$ cat src/rtl/ex_mem_pipe_reg_if.sv
// EX/MEM pipeline register bus: the EX-side entry (valid/ready plus payload)
// and the MEM-side registered entry (valid/ready plus decoded payload).
// The register itself uses the slave modport; the surrounding pipeline uses master.
interface ex_mem_pipe_reg_if #(
  parameter int XLEN       = 32,
  parameter int REG_ADDR_W = 5,
  parameter int WB_W       = 2
);
  // EX side
  logic                  in_valid;
  logic                  in_ready;
  logic [XLEN-3:0]       pc_4;
  logic [XLEN-3:0]       imm;
  logic                  zero_in;
  logic [XLEN-1:0]       alu_result_in;
  logic [XLEN-1:0]       read_data2_in;
  logic [REG_ADDR_W-1:0] wr_dst_in;
  logic [WB_W-1:0]       wb_in;
  logic [2:0]            m_in;
  // MEM side
  logic                  out_valid;
  logic                  out_ready;
  logic [XLEN-3:0]       branch_dst;
  logic                  zero;
  logic [XLEN-1:0]       alu_result;
  logic [XLEN-1:0]       read_data2;
  logic [REG_ADDR_W-1:0] wr_dst;
  logic [WB_W-1:0]       wb;
  logic                  branch;
  logic                  mem_read;
  logic                  mem_write;
  logic                  take_branch;

  modport master (
    output in_valid, pc_4, imm, zero_in, alu_result_in, read_data2_in,
           wr_dst_in, wb_in, m_in, out_ready,
    input  in_ready, out_valid, branch_dst, zero, alu_result, read_data2,
           wr_dst, wb, branch, mem_read, mem_write, take_branch
  );

  modport slave (
    input  in_valid, pc_4, imm, zero_in, alu_result_in, read_data2_in,
           wr_dst_in, wb_in, m_in, out_ready,
    output in_ready, out_valid, branch_dst, zero, alu_result, read_data2,
           wr_dst, wb, branch, mem_read, mem_write, take_branch
  );
endinterface

$ cat src/rtl/ex_mem_pipe_reg.sv
// EX/MEM pipeline register with valid/ready handshake and a 2-entry skid
// buffer (main register M drives the outputs, skid register S absorbs the one
// entry accepted while MEM stalls). Branch target pc_4+imm is computed at
// capture. Optional performance counters are built when EX_MEM_PERF_CNT_EN
// is defined; otherwise both counter ports are tied to zero.
module ex_mem_pipe_reg #(
  parameter int XLEN       = 32,
  parameter int REG_ADDR_W = 5,
  parameter int WB_W       = 2,
  parameter int CNT_W      = 16
) (
  input  logic              clk,
  input  logic              rst,
  input  logic              flush,
  ex_mem_pipe_reg_if.slave  bus,
  output logic [CNT_W-1:0]  perf_stall_cnt,
  output logic [CNT_W-1:0]  perf_bubble_cnt
);

  localparam int AW = XLEN - 2;

  typedef enum logic [1:0] {
    ST_EMPTY = 2'd0,
    ST_ONE   = 2'd1,
    ST_TWO   = 2'd2
  } state_t;

  state_t state_r, state_next_s;

  logic in_ready_r, out_valid_r;
  logic accept_s, release_s;
  logic load_m_in_s, load_s_s, move_s_s, clear_m_s;
  logic [AW-1:0] target_s;

  // skid register
  logic [AW-1:0]         s_dst_r;
  logic                  s_zero_r;
  logic [XLEN-1:0]       s_alu_r, s_rd2_r;
  logic [REG_ADDR_W-1:0] s_wr_dst_r;
  logic [WB_W-1:0]       s_wb_r;
  logic [2:0]            s_m_r;

  // main register
  logic [AW-1:0]         m_dst_r;
  logic                  m_zero_r;
  logic [XLEN-1:0]       m_alu_r, m_rd2_r;
  logic [REG_ADDR_W-1:0] m_wr_dst_r;
  logic [WB_W-1:0]       m_wb_r;
  logic                  m_branch_r, m_mem_read_r, m_mem_write_r, m_take_r;

  assign accept_s  = bus.in_valid & in_ready_r;
  assign release_s = out_valid_r & bus.out_ready;
  // Word-address branch target; wraps modulo 2^(XLEN-2) by construction.
  assign target_s  = bus.pc_4 + bus.imm;

  // State register
  always_ff @(posedge clk) begin
    if (rst) state_r <= ST_EMPTY;
    else     state_r <= state_next_s;
  end

  // Next-state logic; flush overrides every handshake event
  always_comb begin
    state_next_s = state_r;
    if (flush) begin
      state_next_s = ST_EMPTY;
    end else begin
      case (state_r)
        ST_EMPTY: state_next_s = accept_s ? ST_ONE : ST_EMPTY;
        ST_ONE: begin
          case ({accept_s, release_s})
            2'b01:   state_next_s = ST_EMPTY;
            2'b10:   state_next_s = ST_TWO;
            default: state_next_s = ST_ONE;
          endcase
        end
        ST_TWO:   state_next_s = release_s ? ST_ONE : ST_TWO;
        default:  state_next_s = ST_EMPTY;
      endcase
    end
  end

  // Datapath steering decoded from the current state and handshake events
  always_comb begin
    load_m_in_s = 1'b0;
    load_s_s    = 1'b0;
    move_s_s    = 1'b0;
    clear_m_s   = (state_next_s == ST_EMPTY);
    if (flush) begin
      load_m_in_s = 1'b0;
    end else begin
      case (state_r)
        ST_EMPTY: load_m_in_s = accept_s;
        ST_ONE: begin
          load_m_in_s = accept_s & release_s;
          load_s_s    = accept_s & ~release_s;
        end
        ST_TWO:   move_s_s = release_s;
        default:  load_m_in_s = 1'b0;
      endcase
    end
  end

  // Registered handshake outputs derived from the next state (no out_ready->in_ready path)
  always_ff @(posedge clk) begin
    if (rst) begin
      in_ready_r  <= 1'b1;
      out_valid_r <= 1'b0;
    end else begin
      in_ready_r  <= (state_next_s != ST_TWO);
      out_valid_r <= (state_next_s != ST_EMPTY);
    end
  end

  // Skid register captures the entry accepted while M is stalled
  always_ff @(posedge clk) begin
    if (rst) begin
      s_dst_r    <= {AW{1'b0}};
      s_zero_r   <= 1'b0;
      s_alu_r    <= {XLEN{1'b0}};
      s_rd2_r    <= {XLEN{1'b0}};
      s_wr_dst_r <= {REG_ADDR_W{1'b0}};
      s_wb_r     <= {WB_W{1'b0}};
      s_m_r      <= 3'b000;
    end else if (load_s_s) begin
      s_dst_r    <= target_s;
      s_zero_r   <= bus.zero_in;
      s_alu_r    <= bus.alu_result_in;
      s_rd2_r    <= bus.read_data2_in;
      s_wr_dst_r <= bus.wr_dst_in;
      s_wb_r     <= bus.wb_in;
      s_m_r      <= bus.m_in;
    end
  end

  // Main data fields: loaded from EX or from S, otherwise hold last value
  always_ff @(posedge clk) begin
    if (rst) begin
      m_dst_r    <= {AW{1'b0}};
      m_zero_r   <= 1'b0;
      m_alu_r    <= {XLEN{1'b0}};
      m_rd2_r    <= {XLEN{1'b0}};
      m_wr_dst_r <= {REG_ADDR_W{1'b0}};
    end else if (load_m_in_s) begin
      m_dst_r    <= target_s;
      m_zero_r   <= bus.zero_in;
      m_alu_r    <= bus.alu_result_in;
      m_rd2_r    <= bus.read_data2_in;
      m_wr_dst_r <= bus.wr_dst_in;
    end else if (move_s_s) begin
      m_dst_r    <= s_dst_r;
      m_zero_r   <= s_zero_r;
      m_alu_r    <= s_alu_r;
      m_rd2_r    <= s_rd2_r;
      m_wr_dst_r <= s_wr_dst_r;
    end
  end

  // Main control fields: forced to zero whenever M becomes invalid
  always_ff @(posedge clk) begin
    if (rst) begin
      m_wb_r        <= {WB_W{1'b0}};
      m_branch_r    <= 1'b0;
      m_mem_read_r  <= 1'b0;
      m_mem_write_r <= 1'b0;
      m_take_r      <= 1'b0;
    end else if (load_m_in_s) begin
      m_wb_r        <= bus.wb_in;
      m_branch_r    <= bus.m_in[0];
      m_mem_read_r  <= bus.m_in[1];
      m_mem_write_r <= bus.m_in[2];
      m_take_r      <= bus.m_in[0] & bus.zero_in;
    end else if (move_s_s) begin
      m_wb_r        <= s_wb_r;
      m_branch_r    <= s_m_r[0];
      m_mem_read_r  <= s_m_r[1];
      m_mem_write_r <= s_m_r[2];
      m_take_r      <= s_m_r[0] & s_zero_r;
    end else if (clear_m_s) begin
      m_wb_r        <= {WB_W{1'b0}};
      m_branch_r    <= 1'b0;
      m_mem_read_r  <= 1'b0;
      m_mem_write_r <= 1'b0;
      m_take_r      <= 1'b0;
    end
  end

  assign bus.in_ready    = in_ready_r;
  assign bus.out_valid   = out_valid_r;
  assign bus.branch_dst  = m_dst_r;
  assign bus.zero        = m_zero_r;
  assign bus.alu_result  = m_alu_r;
  assign bus.read_data2  = m_rd2_r;
  assign bus.wr_dst      = m_wr_dst_r;
  assign bus.wb          = m_wb_r;
  assign bus.branch      = m_branch_r;
  assign bus.mem_read    = m_mem_read_r;
  assign bus.mem_write   = m_mem_write_r;
  assign bus.take_branch = m_take_r;

`ifdef EX_MEM_PERF_CNT_EN
  logic [CNT_W-1:0] stall_cnt_r, bubble_cnt_r;

  // Saturating stall/bubble counters, cleared only by reset
  always_ff @(posedge clk) begin
    if (rst) begin
      stall_cnt_r  <= {CNT_W{1'b0}};
      bubble_cnt_r <= {CNT_W{1'b0}};
    end else begin
      if (out_valid_r && !bus.out_ready && (stall_cnt_r != {CNT_W{1'b1}}))
        stall_cnt_r <= stall_cnt_r + {{(CNT_W-1){1'b0}}, 1'b1};
      if (!out_valid_r && (bubble_cnt_r != {CNT_W{1'b1}}))
        bubble_cnt_r <= bubble_cnt_r + {{(CNT_W-1){1'b0}}, 1'b1};
    end
  end

  assign perf_stall_cnt  = stall_cnt_r;
  assign perf_bubble_cnt = bubble_cnt_r;
`else
  assign perf_stall_cnt  = {CNT_W{1'b0}};
  assign perf_bubble_cnt = {CNT_W{1'b0}};
`endif

endmodule

$ cat src/flat_wrapper.sv
// flat-port wrapper written by rule: the top's interface ports become plain ports
module ex_mem_pipe_reg_flat 
#(
  parameter int XLEN       = 32,
  parameter int REG_ADDR_W = 5,
  parameter int WB_W       = 2,
  parameter int CNT_W      = 16
)
  (clk, rst, flush, perf_stall_cnt, perf_bubble_cnt, bus_in_valid, bus_pc_4, bus_imm, bus_zero_in, bus_alu_result_in, bus_read_data2_in, bus_wr_dst_in, bus_wb_in, bus_m_in, bus_out_ready, bus_in_ready, bus_out_valid, bus_branch_dst, bus_zero, bus_alu_result, bus_read_data2, bus_wr_dst, bus_wb, bus_branch, bus_mem_read, bus_mem_write, bus_take_branch);
  ex_mem_pipe_reg_if #(.XLEN(XLEN), .REG_ADDR_W(REG_ADDR_W), .WB_W(WB_W)) bus_i ();
  input  logic clk;
  input  logic rst;
  input  logic flush;
  output logic [CNT_W-1:0] perf_stall_cnt;
  output logic [CNT_W-1:0] perf_bubble_cnt;
  input wire logic [$bits(bus_i.in_valid)-1:0] bus_in_valid;
  input wire logic [$bits(bus_i.pc_4)-1:0] bus_pc_4;
  input wire logic [$bits(bus_i.imm)-1:0] bus_imm;
  input wire logic [$bits(bus_i.zero_in)-1:0] bus_zero_in;
  input wire logic [$bits(bus_i.alu_result_in)-1:0] bus_alu_result_in;
  input wire logic [$bits(bus_i.read_data2_in)-1:0] bus_read_data2_in;
  input wire logic [$bits(bus_i.wr_dst_in)-1:0] bus_wr_dst_in;
  input wire logic [$bits(bus_i.wb_in)-1:0] bus_wb_in;
  input wire logic [$bits(bus_i.m_in)-1:0] bus_m_in;
  input wire logic [$bits(bus_i.out_ready)-1:0] bus_out_ready;
  output wire logic [$bits(bus_i.in_ready)-1:0] bus_in_ready;
  output wire logic [$bits(bus_i.out_valid)-1:0] bus_out_valid;
  output wire logic [$bits(bus_i.branch_dst)-1:0] bus_branch_dst;
  output wire logic [$bits(bus_i.zero)-1:0] bus_zero;
  output wire logic [$bits(bus_i.alu_result)-1:0] bus_alu_result;
  output wire logic [$bits(bus_i.read_data2)-1:0] bus_read_data2;
  output wire logic [$bits(bus_i.wr_dst)-1:0] bus_wr_dst;
  output wire logic [$bits(bus_i.wb)-1:0] bus_wb;
  output wire logic [$bits(bus_i.branch)-1:0] bus_branch;
  output wire logic [$bits(bus_i.mem_read)-1:0] bus_mem_read;
  output wire logic [$bits(bus_i.mem_write)-1:0] bus_mem_write;
  output wire logic [$bits(bus_i.take_branch)-1:0] bus_take_branch;
  assign bus_i.in_valid = bus_in_valid;
  assign bus_i.pc_4 = bus_pc_4;
  assign bus_i.imm = bus_imm;
  assign bus_i.zero_in = bus_zero_in;
  assign bus_i.alu_result_in = bus_alu_result_in;
  assign bus_i.read_data2_in = bus_read_data2_in;
  assign bus_i.wr_dst_in = bus_wr_dst_in;
  assign bus_i.wb_in = bus_wb_in;
  assign bus_i.m_in = bus_m_in;
  assign bus_i.out_ready = bus_out_ready;
  assign bus_in_ready = bus_i.in_ready;
  assign bus_out_valid = bus_i.out_valid;
  assign bus_branch_dst = bus_i.branch_dst;
  assign bus_zero = bus_i.zero;
  assign bus_alu_result = bus_i.alu_result;
  assign bus_read_data2 = bus_i.read_data2;
  assign bus_wr_dst = bus_i.wr_dst;
  assign bus_wb = bus_i.wb;
  assign bus_branch = bus_i.branch;
  assign bus_mem_read = bus_i.mem_read;
  assign bus_mem_write = bus_i.mem_write;
  assign bus_take_branch = bus_i.take_branch;
  ex_mem_pipe_reg #(.XLEN(XLEN), .REG_ADDR_W(REG_ADDR_W), .WB_W(WB_W), .CNT_W(CNT_W)) u_core (.clk(clk), .rst(rst), .flush(flush), .bus(bus_i), .perf_stall_cnt(perf_stall_cnt), .perf_bubble_cnt(perf_bubble_cnt));
endmodule
$ cat config.mk
export PLATFORM = sky130hd
export DESIGN_NAME = ex_mem_pipe_reg_flat
export DESIGN_NICKNAME = d
export VERILOG_FILES = /design/src/rtl/ex_mem_pipe_reg_if.sv /design/src/rtl/ex_mem_pipe_reg.sv /design/src/flat_wrapper.sv
export SDC_FILE = /design/constraint.sdc
export NUM_CORES = 1
export LEC_CHECK = 0
export BUFFER_PORTS_ARGS = -buffer_cell sky130_fd_sc_hd__buf_2
export CORE_MARGIN = 3
export CORE_UTILIZATION = 35
export DETAILED_ROUTE_END_ITERATION = 7
export PLACE_DENSITY = 0.64
export SYNTH_ARGS = -nofsm -noshare
export SYNTH_HDL_FRONTEND = slang
export SYNTH_SLANG_ARGS = --single-unit
$ cat constraint.sdc
create_clock -name clk -period 4.6 [get_ports clk]
set_input_delay 0.92 -clock clk [delete_from_list [all_inputs] [get_ports clk]]
set_output_delay 0.92 -clock clk [all_outputs]
set_load 0.1 [all_outputs]
### After elaboration in Yosys (flattened, before gate mapping)

Cells that the tools add are included.
W data, S select, Z words.

* input bits: 140
* output and inout port bits: 140
* word-level logic and storage cells: 71
* register bits: 215

* equal/unequal tests: 5
* reduce and logical (&&, ||, !) cells: 5
* multiplexer cells: 33
* bitwise gates (word level): 7
* add/subtract/negate cells: 1

Operator list (count)
* $mux W32: 4
* $mux W30: 2
* $add A30 B30 Y30: 1
* $mux W1: 17
* $mux W2: 5
* $mux W5: 2
* $and A1 B1 Y1: 6
* $pmux W2 S3: 1
* $eq A2 B1 Y1 const B: 2
* $eq A2 B2 Y1 const B: 2
* $logic_not A2 Y1: 2
* $pmux W2 S2: 1
* $reduce_bool A2 Y1: 2
* $reduce_bool A3 Y1: 1
* $ne A2 B2 Y1 const B: 1
* $pmux W1 S2: 1
* $not A1 Y1: 1

### Depth between registers and ports, before layout

* depth in word-level cells: 9
* gate-level depth with buffers: 12

### Least setup slack after synthesis

No wires, ideal clock.

* path type: input-to-reg
* start point: input bus_imm[0]
* end point: register u_core.m_dst_r[22] (netlist: u_core.bus.branch_dst[22])
* setup slack: 1691 ps
* cell stages on the path: 9
* library setup time: 134 ps
* arrival: 2775 ps
* data required time: 4466 ps
* cell sequence: ha_1 -> fa_1 -> a21oi_2 -> o221ai_1 -> a221oi_1 -> o21ai_2 -> a21oi_2 -> xor2_1 -> o22ai_1

* longest elaborated chain between the ends: 2

Ends and longest elaborated chain
* start, declared: line flat_wrapper.sv:18 `input wire logic [$bits(bus_i.imm)-1:0] bus_imm;`
* $add A30 B30 Y30: line ex_mem_pipe_reg.sv:54 `assign target_s = bus.pc_4 + bus.imm;`
* $mux W30: line ex_mem_pipe_reg.sv:144 `end else if (load_m_in_s) begin`
* end signal, assigned: line ex_mem_pipe_reg.sv:139 `m_dst_r <= {AW{1'b0}};`
* end signal, assigned: line ex_mem_pipe_reg.sv:145 `m_dst_r <= target_s;`
* end signal, assigned: line ex_mem_pipe_reg.sv:151 `m_dst_r <= s_dst_r;`
* end, declared: line ex_mem_pipe_reg.sv:44 `logic [AW-1:0] m_dst_r;`

Every way passes these cells.
A chain may end at the register's enable or synchronous reset.

### Worst setup path after layout

* start point: input bus_imm[21]
* end point: register u_core.m_dst_r[27] (netlist: u_core.bus.branch_dst[27])

Same word-level chain as after synthesis.

==> results.cfg <==
[placement]
io_buffers = 247
gp_congestion = 0.8323
place_ws_ps = 1084
hpwl_um = 19310

[timing]
clock.fmax_mhz = 338.4
clock_skew_ps = 11.84
setup_viol = 0
timing.final.crit_share_pct = 64.24
fin_ws_ps = 1645
maxSlewViolCount = 0
max_slew_margin_pct = 37.73
worst_slew_pin_slew_ps = 934.0
rsz0062_at_grt = no
tns_ps = 0
min_period_ps = 2955
holdWs_ps = 450.8
hold_viol_final = 0

[clock_network]
clock-sinks = 215
cts_setup_buffers = 0
ctsResizeCount = 0
clk_pin_slew_ps = 60
clock_path_buffers = 3
cts_root_buf = clkbuf_16
cts_buffers = 24
cts_tree = yes
cts_hold_buf = 0
htree_levels = 1
clock_latency_ps = 520

[synthesis]
async_flop_share_pct = 0
synth-main-ff-cell = dfxtp_1
netlist_area_mm2 = 0.01006
synth.distinct_cells = 66
syn_inst = 1260
synth-edff-count = 0
yosys_warnings = 0
ys_seq_area_share_pct = 42.80
postSynthAreaPerCell_um2 = 7.982
synth-seq-cells = 215

[die]
core_mm2 = 0.02809
io-pin-count = 280
die_w_um = 175.5
num_rows = 61
fp.dieArea_mm2 = 0.03081
initial_utilization_pct = 35.81
die-height_um = 175.5

[grt]
track_usage_pct = 18.09
antenna_found_initial = 3
grt_pass1_vias = 9017
grt_first_pass_wirelength_um = 46700
grt_max_degree = 122
grt_overflow_total = 0

[status]
outcome = finished clean

[setup_path]
critPathKind = primary input to flip-flop
worst_path_largest_cell_delay_ps = 530
rr_startpoint = u_core.bus.out_valid
required_ps = 4950
crit_chain = buf_2 -> ha_1 -> nand4_1 -> nor3_1 -> nand4_1 -> a2111oi_0 -> o21ai_0 -> nand3_1 -> a31oi_1
startpoint = bus_imm[21]
cp_max_fo = 14
worstSetupStartpointType = primary input
crit_path_end_kind = flip-flop
cp_common_cell = nand4_1
slowest_stage = a2111oi_0
crit_arrival_ps = 3310

[finish]
fill_cells = 2920
layout_common_cells = nand2_1 (304), buf_2 (246), dfxtp_1 (215)
final_nets = 1616
drive_above_1_share_pct = 21.80
area_growth_pct = 21.49
final_common_cell = nand2_1

[detailed_routing]
wire_per_inst_um = 15.93
vias = 9537
wl_um = 29290
ant_nets = 0
drc_errors = 0
vias_per_cell = 5.186
drt_first_pass_iters = 5
drt_iter0_drc = 736

[power]
p_total_mw = 5.020
ir_drop_mv = 0.2201
leakagePower_nw = 4.842
powerDensity_mw_per_mm2 = 410.8

[job]
drv_cap = 0

[hold_path]
hp-start = u_core.s_dst_r[24]
hp-class = flip-flop to flip-flop
## synthesized netlist by cell type, types with 3 or more instances
cell type    n  share of area [%]
o21a_1       6               0.45
a221oi_1     3               0.26
nand4_1      8               0.50
o21ai_1      7               0.35
a222oi_1     7               0.70
or4_1        3               0.22
o22ai_1     10               0.62
a211o_1      3               0.26
a21o_1       3               0.22
and3_1      10               0.62
a211oi_1     5               0.37
o211ai_1     3               0.22
inv_1        9               0.34
nand2b_1     4               0.25
o31ai_1      4               0.30
a21oi_2      9               0.78
and2_1       3               0.19
nor4_1       3               0.19
ha_1        31                3.9
clkbuf_1    70                2.6
xor2_1      12                1.0
nand4b_1     4               0.35
a22oi_1     88                6.6
or3_1        4               0.25
a31oi_1     12               0.75
buf_4       34                2.5
nor2_1      37                1.4
nand3_1     21                1.0
nand2_1    304                 11
o21ai_0     30                1.5
nor3_1      10               0.50
buf_1        5               0.19
xnor2_1     11               0.96
dfxtp_1    215                 43
a21oi_1    206                 10
nand3b_1    10               0.75
buf_2       18               0.90
## cells by family after synthesis
group | after synthesis | share of synthesized area [%]
buffers and inverters | 138 | 6.668
flip-flops | 215 | 42.80
AND/OR/NAND/NOR | 436 | 18.77
XOR/XNOR | 23 | 2.003
other | 1 | 0.03729
adder cells (fa/ha/maj) | 32 | 4.056
AO/OA/AOI/OAI | 415 | 25.67
## cell type report
cell class | instances | area (um2) | area share [%]
Tap cell | 378 | 473.0 | 3.871
Multi-Input combinational cell | 938 | 5233 | 42.83
Clock buffer | 35 | 701.9 | 5.745
Sequential cell | 215 | 4304 | 35.23
Clock inverter | 6 | 95.09 | 0.7783
Antenna cell | 2 | 5.005 | 0.04096
Timing Repair Buffer | 256 | 1373 | 11.23
Inverter | 9 | 33.78 | 0.2765
## layer usage
layer | global-route usage [%] | wire [um] | share of wire [%]
met5 | 0 | 13 | 0.044
met3 | 2.594 | 1795 | 6.1
met4 | 4.520 | 565 | 1.9
met2 | 30.76 | 13900 | 47
met1 | 24.24 | 13010 | 44
## state kept, by name (all words and copies together), names as in the netlist, 2 cells and up
register and count:
u_core.bus.alu_result 32, u_core.bus.read_data2 32, u_core.s_alu_r 32, u_core.s_rd2_r 32, u_core.bus.branch_dst 30, u_core.s_dst_r 30
u_core.bus.wr_dst 5, u_core.s_wr_dst_r 5, u_core.s_m_r 3, u_core.bus.wb 2, u_core.s_wb_r 2, u_core.state_r 2
## per-stage QoR
step	cell area [um2]	util (%)	cells
floorplan	10170	-	1291
global placement	11420	40.64	1796
detailed placement	11420	40.64	1796
CTS	12210	43.48	1837
global route	12220	43.50	1839
finish	12220	43.50	1839
## worst max-delay path, delay by kind of cell
kind / cells / cell delay (ps)
simple gates: 4 / 880
compound gates: 3 / 880
buf+inv: 1 / 100
fa+ha+maj: 1 / 520
## power breakdown
| group | internal (mW) | switching (mW) |
|---|---|---|
| registers | 1.93 | 0.0408 |
| clock network | 1.17 | 0.756 |
| logic | 0.253 | 0.873 |
## path summary, 6_finish.rpt
kind	to	slack, ps	depth (start not counted)
setup / recovery	u_core.bus.branch_dst[27]	1640	9
hold / removal	u_core.s_dst_r[24]	450	2
setup reg to reg	u_core.bus.branch_dst[10]	2010	10
hold reg to reg	u_core.s_dst_r[24]	450	2
No activity file was read; power rests on OpenSTA's default activity.
